**config.mk**
```make
export PLATFORM = sky130hd
export DESIGN_NAME = io_bus_master_flat
export DESIGN_NICKNAME = d
export VERILOG_FILES = /design/src/rtl/io_bus_master_if.sv /design/src/rtl/io_bus_master.sv /design/src/flat_wrapper.sv
export SDC_FILE = /design/constraint.sdc
export NUM_CORES = 1
export LEC_CHECK = 0
export ABC_AREA = 1
export CORE_MARGIN = 1.5
export CORE_UTILIZATION = 47
export DETAILED_ROUTE_END_ITERATION = 8
export GPL_TIMING_DRIVEN = 1
export PLACE_DENSITY = 0.77
export SLEW_MARGIN = 20
export SYNTH_ARGS = -nofsm -noshare
export SYNTH_HDL_FRONTEND = slang
export SYNTH_SLANG_ARGS = --single-unit
```
**constraint.sdc**
```tcl
create_clock -name clk -period 2.2 [get_ports clk]
set_clock_uncertainty 0.1 [all_clocks]
set_input_delay 0.44 -clock clk [delete_from_list [all_inputs] [get_ports clk]]
set_output_delay 0.44 -clock clk [all_outputs]
set_load 0.03 [all_outputs]
```
**src/rtl/io_bus_master_if.sv**
```systemverilog
// -----------------------------------------------------------------------------
// io_bus_master_if
//
// Bundles the CPU-side request/response handshakes and the 8-bit peripheral
// register bus driven by io_bus_master.
//
// Signals:
//   req_valid / req_ready    request handshake (CPU -> master)
//   req_write                1 = write, 0 = read
//   req_addr  [IO_ADDR_W]    starting peripheral byte address
//   req_size  [2]            00 = 1 byte, 01 = 2 bytes, 10 = 4 bytes, 11 = illegal
//   req_wdata [32]           write data, byte i goes to req_addr + i
//   resp_valid / resp_ready  response handshake (master -> CPU)
//   resp_rdata [32]          little-endian assembled read data
//   resp_err                 illegal request size
//   io_addr  [IO_ADDR_W]     peripheral address
//   io_wdata [8]             peripheral write data
//   io_rdata [8]             peripheral read data (combinational from io_addr)
//   io_read / io_write       single-cycle strobes
//   io_cs                    peripheral select
//
// Modports:
//   master  the io_bus_master side
//   slave   the CPU + peripheral side (testbench / integration)
// -----------------------------------------------------------------------------
interface io_bus_master_if #(
    parameter int unsigned IO_ADDR_W = 3
);
    logic                 req_valid;
    logic                 req_ready;
    logic                 req_write;
    logic [IO_ADDR_W-1:0] req_addr;
    logic [1:0]           req_size;
    logic [31:0]          req_wdata;

    logic                 resp_valid;
    logic                 resp_ready;
    logic [31:0]          resp_rdata;
    logic                 resp_err;

    logic [IO_ADDR_W-1:0] io_addr;
    logic [7:0]           io_wdata;
    logic [7:0]           io_rdata;
    logic                 io_read;
    logic                 io_write;
    logic                 io_cs;

    modport master (
        input  req_valid, req_write, req_addr, req_size, req_wdata,
        input  resp_ready, io_rdata,
        output req_ready, resp_valid, resp_rdata, resp_err,
        output io_addr, io_wdata, io_read, io_write, io_cs
    );

    modport slave (
        output req_valid, req_write, req_addr, req_size, req_wdata,
        output resp_ready, io_rdata,
        input  req_ready, resp_valid, resp_rdata, resp_err,
        input  io_addr, io_wdata, io_read, io_write, io_cs
    );
endinterface

```
**src/rtl/io_bus_master.sv**
```systemverilog
// -----------------------------------------------------------------------------
// io_bus_master
//
// Bus initiator for the 8-bit peripheral register bus. Accepts a 1/2/4-byte
// request from the CPU load/store path, splits it into sequential single-byte
// peripheral accesses (address wrapping modulo 2**IO_ADDR_W), assembles read
// bytes little-endian and returns one response.
//
// Per byte the bus shows WAIT_STATES setup cycles (cs + address, no strobe),
// one strobe cycle, and, between bytes, one idle gap cycle with cs low.
//
// Ports:
//   clk    system clock, everything on posedge
//   rst_n  asynchronous active-low reset
//   bus    io_bus_master_if.master (request, response and peripheral bus)
//
// Parameters:
//   WAIT_STATES  setup cycles per byte before the strobe, 0..15
//   IO_ADDR_W    peripheral address width
//
// All outputs come straight from flops: the next-state logic computes the
// next value of every output alongside the next state.
// -----------------------------------------------------------------------------
module io_bus_master #(
    parameter int unsigned WAIT_STATES = 0,
    parameter int unsigned IO_ADDR_W   = 3
) (
    input logic              clk,
    input logic              rst_n,
    io_bus_master_if.master  bus
);

    typedef enum logic [2:0] {
        S_IDLE,
        S_SETUP,
        S_STROBE,
        S_GAP,
        S_RESP
    } state_t;

    localparam bit       LP_HAS_SETUP = (WAIT_STATES != 0);
    // Last value of the setup counter; unused when there are no setup cycles.
    localparam logic [3:0] LP_WAIT_LAST = 4'(WAIT_STATES - 1);

    // Request context
    state_t               r_state,  w_state_nxt;
    logic                 r_write,  w_write_nxt;
    logic [IO_ADDR_W-1:0] r_addr,   w_addr_nxt;
    logic [31:0]          r_wdata,  w_wdata_nxt;
    logic [1:0]           r_idx,    w_idx_nxt;
    logic [1:0]           r_last,   w_last_nxt;
    logic [3:0]           r_wait,   w_wait_nxt;
    logic [31:0]          r_rdata,  w_rdata_nxt;
    logic                 r_err,    w_err_nxt;

    // Registered outputs
    logic                 r_req_ready,  w_req_ready_nxt;
    logic                 r_resp_valid, w_resp_valid_nxt;
    logic                 r_io_cs,      w_io_cs_nxt;
    logic                 r_io_read,    w_io_read_nxt;
    logic                 r_io_write,   w_io_write_nxt;
    logic [IO_ADDR_W-1:0] r_io_addr,    w_io_addr_nxt;
    logic [7:0]           r_io_wdata,   w_io_wdata_nxt;

    // Byte-start helper: IDLE and GAP both launch a byte the same way, only
    // the source of the request context differs.
    logic                 w_enter;
    logic [1:0]           w_enter_idx;
    logic [IO_ADDR_W-1:0] w_base_addr;
    logic [31:0]          w_base_wdata;
    logic                 w_base_write;

    // -------------------------------------------------------------------------
    // Next-state and next-output logic
    // -------------------------------------------------------------------------
    always_comb begin
        // NOTE: every signal written here gets a default first so that no path
        // through the case statement leaves one unassigned (which would infer a latch).
        w_state_nxt      = r_state;
        w_write_nxt      = r_write;
        w_addr_nxt       = r_addr;
        w_wdata_nxt      = r_wdata;
        w_idx_nxt        = r_idx;
        w_last_nxt       = r_last;
        w_wait_nxt       = r_wait;
        w_rdata_nxt      = r_rdata;
        w_err_nxt        = r_err;

        w_req_ready_nxt  = 1'b0;
        w_resp_valid_nxt = 1'b0;
        w_io_cs_nxt      = 1'b0;
        w_io_read_nxt    = 1'b0;
        w_io_write_nxt   = 1'b0;
        w_io_addr_nxt    = r_io_addr;   // address and data hold while cs is low
        w_io_wdata_nxt   = r_io_wdata;

        w_enter          = 1'b0;
        w_enter_idx      = r_idx;
        w_base_addr      = r_addr;
        w_base_wdata     = r_wdata;
        w_base_write     = r_write;

        unique case (r_state)
            S_IDLE: begin
                w_req_ready_nxt = 1'b1;
                // req_ready is always high in IDLE, so valid alone is the handshake.
                if (bus.req_valid) begin
                    w_req_ready_nxt = 1'b0;
                    w_write_nxt     = bus.req_write;
                    w_addr_nxt      = bus.req_addr;
                    w_wdata_nxt     = bus.req_wdata;
                    w_idx_nxt       = 2'd0;
                    w_rdata_nxt     = '0;
                    w_err_nxt       = (bus.req_size == 2'b11);
                    // Index of the last byte: 1 byte -> 0, 2 bytes -> 1, 4 bytes -> 3.
                    w_last_nxt      = (bus.req_size == 2'b10) ? 2'd3 : {1'b0, bus.req_size[0]};

                    if (bus.req_size == 2'b11) begin
                        // Illegal size: answer immediately, never touch the bus.
                        w_state_nxt      = S_RESP;
                        w_resp_valid_nxt = 1'b1;
                    end else begin
                        w_enter      = 1'b1;
                        w_enter_idx  = 2'd0;
                        w_base_addr  = bus.req_addr;
                        w_base_wdata = bus.req_wdata;
                        w_base_write = bus.req_write;
                    end
                end
            end

            S_SETUP: begin
                w_io_cs_nxt = 1'b1;
                if (r_wait == LP_WAIT_LAST) begin
                    w_state_nxt    = S_STROBE;
                    w_io_write_nxt = r_write;
                    w_io_read_nxt  = ~r_write;
                end else begin
                    w_wait_nxt = r_wait + 4'd1;
                end
            end

            S_STROBE: begin
                // io_rdata is combinational from the registered io_addr, so it is
                // valid for the whole strobe cycle.
                if (!r_write) begin
                    w_rdata_nxt[8*r_idx +: 8] = bus.io_rdata;
                end
                if (r_idx == r_last) begin
                    w_state_nxt      = S_RESP;
                    w_resp_valid_nxt = 1'b1;
                end else begin
                    w_state_nxt = S_GAP;
                end
            end

            S_GAP: begin
                w_idx_nxt   = r_idx + 2'd1;
                w_enter     = 1'b1;
                w_enter_idx = r_idx + 2'd1;
            end

            S_RESP: begin
                w_resp_valid_nxt = 1'b1;
                if (bus.resp_ready) begin
                    w_resp_valid_nxt = 1'b0;
                    w_req_ready_nxt  = 1'b1;
                    w_state_nxt      = S_IDLE;
                end
            end

            default: begin
                w_state_nxt     = S_IDLE;
                w_req_ready_nxt = 1'b1;
            end
        endcase

        // Launch byte w_enter_idx: cs, address and data go valid together, the
        // strobe follows immediately when there are no setup cycles.
        if (w_enter) begin
            w_wait_nxt     = 4'd0;
            w_io_cs_nxt    = 1'b1;
            w_io_addr_nxt  = w_base_addr + IO_ADDR_W'(w_enter_idx);
            w_io_wdata_nxt = w_base_wdata[8*w_enter_idx +: 8];
            if (LP_HAS_SETUP) begin
                w_state_nxt = S_SETUP;
            end else begin
                w_state_nxt    = S_STROBE;
                w_io_write_nxt = w_base_write;
                w_io_read_nxt  = ~w_base_write;
            end
        end
    end

    // -------------------------------------------------------------------------
    // State, context and output registers
    // -------------------------------------------------------------------------
    // NOTE: sequential state uses non-blocking assignments so every flop samples
    // the pre-edge values regardless of statement order.
    always_ff @(posedge clk or negedge rst_n) begin
        if (!rst_n) begin
            r_state      <= S_IDLE;
            r_write      <= 1'b0;
            r_addr       <= '0;
            r_wdata      <= '0;
            r_idx        <= 2'd0;
            r_last       <= 2'd0;
            r_wait       <= 4'd0;
            r_rdata      <= '0;
            r_err        <= 1'b0;
            r_req_ready  <= 1'b1;
            r_resp_valid <= 1'b0;
            r_io_cs      <= 1'b0;
            r_io_read    <= 1'b0;
            r_io_write   <= 1'b0;
            r_io_addr    <= '0;
            r_io_wdata   <= '0;
        end else begin
            r_state      <= w_state_nxt;
            r_write      <= w_write_nxt;
            r_addr       <= w_addr_nxt;
            r_wdata      <= w_wdata_nxt;
            r_idx        <= w_idx_nxt;
            r_last       <= w_last_nxt;
            r_wait       <= w_wait_nxt;
            r_rdata      <= w_rdata_nxt;
            r_err        <= w_err_nxt;
            r_req_ready  <= w_req_ready_nxt;
            r_resp_valid <= w_resp_valid_nxt;
            r_io_cs      <= w_io_cs_nxt;
            r_io_read    <= w_io_read_nxt;
            r_io_write   <= w_io_write_nxt;
            r_io_addr    <= w_io_addr_nxt;
            r_io_wdata   <= w_io_wdata_nxt;
        end
    end

    // -------------------------------------------------------------------------
    // Outputs
    // -------------------------------------------------------------------------
    assign bus.req_ready  = r_req_ready;
    assign bus.resp_valid = r_resp_valid;
    assign bus.resp_rdata = r_rdata;
    assign bus.resp_err   = r_err;
    assign bus.io_cs      = r_io_cs;
    assign bus.io_read    = r_io_read;
    assign bus.io_write   = r_io_write;
    assign bus.io_addr    = r_io_addr;
    assign bus.io_wdata   = r_io_wdata;

endmodule

```
**src/flat_wrapper.sv**
```systemverilog
// flat-port wrapper written by rule: the top's interface ports become plain ports
module io_bus_master_flat 
#(
    parameter int unsigned WAIT_STATES = 0,
    parameter int unsigned IO_ADDR_W   = 3
)
  (clk, rst_n, bus_req_valid, bus_req_write, bus_req_addr, bus_req_size, bus_req_wdata, bus_resp_ready, bus_io_rdata, bus_req_ready, bus_resp_valid, bus_resp_rdata, bus_resp_err, bus_io_addr, bus_io_wdata, bus_io_read, bus_io_write, bus_io_cs);
  io_bus_master_if #(.IO_ADDR_W(IO_ADDR_W)) bus_i ();
  input logic clk;
  input logic rst_n;
  input wire logic [$bits(bus_i.req_valid)-1:0] bus_req_valid;
  input wire logic [$bits(bus_i.req_write)-1:0] bus_req_write;
  input wire logic [$bits(bus_i.req_addr)-1:0] bus_req_addr;
  input wire logic [$bits(bus_i.req_size)-1:0] bus_req_size;
  input wire logic [$bits(bus_i.req_wdata)-1:0] bus_req_wdata;
  input wire logic [$bits(bus_i.resp_ready)-1:0] bus_resp_ready;
  input wire logic [$bits(bus_i.io_rdata)-1:0] bus_io_rdata;
  output wire logic [$bits(bus_i.req_ready)-1:0] bus_req_ready;
  output wire logic [$bits(bus_i.resp_valid)-1:0] bus_resp_valid;
  output wire logic [$bits(bus_i.resp_rdata)-1:0] bus_resp_rdata;
  output wire logic [$bits(bus_i.resp_err)-1:0] bus_resp_err;
  output wire logic [$bits(bus_i.io_addr)-1:0] bus_io_addr;
  output wire logic [$bits(bus_i.io_wdata)-1:0] bus_io_wdata;
  output wire logic [$bits(bus_i.io_read)-1:0] bus_io_read;
  output wire logic [$bits(bus_i.io_write)-1:0] bus_io_write;
  output wire logic [$bits(bus_i.io_cs)-1:0] bus_io_cs;
  assign bus_i.req_valid = bus_req_valid;
  assign bus_i.req_write = bus_req_write;
  assign bus_i.req_addr = bus_req_addr;
  assign bus_i.req_size = bus_req_size;
  assign bus_i.req_wdata = bus_req_wdata;
  assign bus_i.resp_ready = bus_resp_ready;
  assign bus_i.io_rdata = bus_io_rdata;
  assign bus_req_ready = bus_i.req_ready;
  assign bus_resp_valid = bus_i.resp_valid;
  assign bus_resp_rdata = bus_i.resp_rdata;
  assign bus_resp_err = bus_i.resp_err;
  assign bus_io_addr = bus_i.io_addr;
  assign bus_io_wdata = bus_i.io_wdata;
  assign bus_io_read = bus_i.io_read;
  assign bus_io_write = bus_i.io_write;
  assign bus_io_cs = bus_i.io_cs;
  io_bus_master #(.WAIT_STATES(WAIT_STATES), .IO_ADDR_W(IO_ADDR_W)) u_core (.clk(clk), .rst_n(rst_n), .bus(bus_i));
endmodule
```
==> metrics.md <==
| Metric | Value |
|---|---|
| Status | `completed` |
| NetSw | `3.357 mW` |
| Total gr overflow | `0` |
| HPWL Detailed | `9145 um` |
| Comb power frac | `0.509` |
| RSZ-0062 raised after global routing | `false` |
| Diode count | `0` |
| Via count | `4545` |
| Clock power share | `0.140` |
| Post-synth EDFFs | `0` |
| Syn_area_per_cell | `7.856 um^2` |
| Std cell rows | `37` |
| P_leak | `3.101 nW` |
| TritonCTS sink count | `96` |
| Relative slew slack | `0.6002` |
| Worst path bufs/invs | `1` |
| Ys async rst share | `1.000` |
| Core outline area | `0.01023 mm^2` |
| Clock buffer depth | `2` |
| Critical path arrival | `1.55 ns` |
| Register area share after synthesis | `0.4879` |
| Synthesized instance count | `627` |
| Final Hold Viols | `0` |
| Placed cell area | `0.006245 mm^2` |
| Fraction of layout cells with a size suffix above 1 | `0.1020` |
| Element type at the critical path start | `register` |
| Max Cap Viol | `0` |
| DRT Wirelength | `12250 um` |
| Vias in the first global route | `4520` |
| YS warnings | `0` |
| Flop pwr share | `0.351` |
| Clock slew at reported path FFs | `0.09 ns` |
| Initial Util | `0.4815` |
| CTS H-tree depth | `3` |
| Worst path top cell family by delay | `buffers and inverters` |
| Antenna Nets Post-Route | `0` |
| Port bufs | `98` |
| Vias/cell | `5.101` |
| Die Y | `105.4 um` |
| Fin crit period | `2.087 ns` |
| #FFs+latches synth | `96` |
| 1st-pass router iterations | `6` |
| Switching fraction of total power | `0.4376` |
| Crit share post-route | `0.9487` |
| Drt initial violations | `245` |
| Largest net degree at the start of global routing | `48` |
| Post-CTS Setup Bufs | `0` |
| Pint | `4.313 mW` |
| GRT Total Usage | `0.2333` |
| Post-route DRC | `0` |
| Global-route wire length before repair | `20910 um` |
| # setup viols final | `0` |
| CP max stage delay | `0.67 ns` |
| Gpl congestion | `0.8499` |
| Critical Path Fanout Max | `1` |
| Layout area overhead | `30.96%` |
| Slew Limit Fails | `0` |
| Die area | `0.01110 mm^2` |
| Worst setup EP type | `output port` |
| Pwr/cell area | `1189 mW/mm^2` |
| Hold-critical path depth | `2` |
| Slowest-stage cell, CP | `clkdlybuf4s50_1` |
| Largest vdd supply drop | `0.8627 mV` |
| Setup CP Type | `register to output port` |
| Syn Nets | `685` |
| CTS Buf Count | `9` |
| Initial antenna violation count | `0` |
| Clock Root Buffer | `clkbuf_8` |
| Crit path depth | `1` |
| R2R depth | `9` |
| Type of the worst min-delay path | `register to register` |
| Clk Latency, worst-skew pair | `0.36 ns` |
| Fin area | `0.006451 mm^2` |
| Die Span X | `105.4 um` |
| Synth unique cells | `39` |
| Worst-Margin Slew | `0.5997 ns` |
| Filler cell count | `904` |
| Synth Flop Type | `dfrtp_1` |
| Final nets | `808` |
| Worst Path Required | `1.66 ns` |
| Critical-path cell list | `clkdlybuf4s50_1` |
| Min Hold Slack | `0.3858 ns` |
| Fmax | `0.4791 GHz` |
| Per-cell routed wire length | `13.75 um` |
| Ports | `99` |
| Mapped Area | `0.004926 mm^2` |
| CTS tree | `done` |
[timing repair]
action                     4_1_cts  5_1_grt
resized for setup                0        5
hold buffers                     1        0
setup endpoints to repair        0        3
hold endpoints to repair        34        0
[flip-flops by register name (all words and copies together) (netlist names)]
signal                 count
u_core.r_wait              4
u_core.bus.io_write        1
u_core.bus.io_read         1
u_core.bus.resp_rdata     32
u_core.r_addr              3
u_core.r_last              2
u_core.bus.io_wdata        8
u_core.bus.resp_err        1
u_core.bus.req_ready       1
u_core.bus.resp_valid      1
u_core.r_state             3
u_core.r_wdata            32
u_core.bus.io_cs           1
u_core.r_write             1
u_core.bus.io_addr         3
u_core.r_idx               2
[tightest hold or removal path: cells and delay by family (launching register included)]
family           cells  cell delay [ns]
flip-flops           1             0.35
AND/OR/NAND/NOR      2             0.10
[synthesized netlist by cell type, types with 4 or more instances]
master	instances	area (um^2)
nor2_1	29	108.9
nand2_1	250	938.4
nand4_1	8	50.05
inv_1	56	210.2
o31ai_1	11	82.58
clkbuf_1	6	22.52
buf_4	4	30.03
nand3_1	31	155.2
o21ai_1	15	75.07
buf_6	6	67.56
dfrtp_1	95	2377
o21ai_0	63	315.3
buf_2	8	40.04
ha_1	7	87.58
[power groups by stage]
stage               combinational [mW]  sequential (mW)  clock, mW
finish                            3.91             2.69       1.08
global route                      4.37             2.75       1.17
CTS                               3.92             2.68       1.10
detailed placement                3.89             2.71          0
global placement                  3.80             2.69          0
floorplan                         2.25             3.00          0
[path summary, 6_finish.rpt]
check                                startpoint                   endpoint  slack, ns
min                          u_core.r_wdata[19]         u_core.r_wdata[19]       0.39
min in group asynchronous                 rst_n  u_core.bus.resp_rdata[10]       0.52
max                        u_core.bus.req_ready              bus_req_ready       0.11
max in group asynchronous                 rst_n           u_core.r_last[1]       0.85
min reg2reg                  u_core.r_wdata[19]         u_core.r_wdata[19]       0.39
max reg2reg                   u_core.r_state[0]      u_core.bus.io_addr[2]       0.14
[cells in the final DEF (no fill, tap or decap), drive strengths merged]
master	count
xor2	1
nand2	254
ha	7
a32o	1
nor2	32
fa	1
dfrtp	95
dlygate4sd3	1
o31ai	11
dlymetal6s2s	1
a21oi	4
nand3	35
nor3	3
o22ai	1
inv	60
o21a	2
xnor2	2
o221ai	2
clkbuf	10
buf	38
o32ai	1
clkinvlp	1
o21ai	80
nand4	9
dfstp	1
a22o	1
clkdlybuf4s50	96
clkinv	4
nand3b	1
[layer usage]
metal  up-vias  share of wire  GRT usage
met2       141           0.48     0.4020
met1      2129           0.44     0.3024
met5         -              0          0
met4         0          0.022    0.07143
met3        26          0.053    0.03711
li1       2249              -          -
[cells by family after synthesis]
kind of cell | share of synthesized area
and+or+nand+nor | 0.2875
AOI/OAI and AO/OA | 0.1194
DFF | 0.4879
adders and majority gates | 0.02184
xor gates and xnor gates | 0.005335
buffers and inverters | 0.07798
[per-stage QoR]
stage | TNS [ns] | std cells | util | setup WS, ns | total power, mW
after detailed placement | -2.242 | 874 | 0.6104 | -0.2908 | 6.602
after floorplan | 0 | 627 | - | 0.003016 | 5.243
after global placement | -1.498 | 874 | 0.6104 | -0.2395 | 6.489
after CTS | 0 | 891 | 0.6291 | 0.08086 | 7.702
final | 0 | 891 | 0.6305 | 0.1128 | 7.670
after global routing | 0 | 891 | 0.6305 | 0.01041 | 8.289
[layout make-up]
cell class                 count  area (um^2)  area share
timing repair buffer         136         1319      0.2044
sequential                    96         2406      0.3730
tap                          136        170.2     0.02638
clock inverter                 6        43.79    0.006788
multi-input combinational    448         2151      0.3334
clock buffer                  10        137.6     0.02133
inverter                      59        224.0     0.03472
Note: power is estimated with default switching activity, not from simulation.
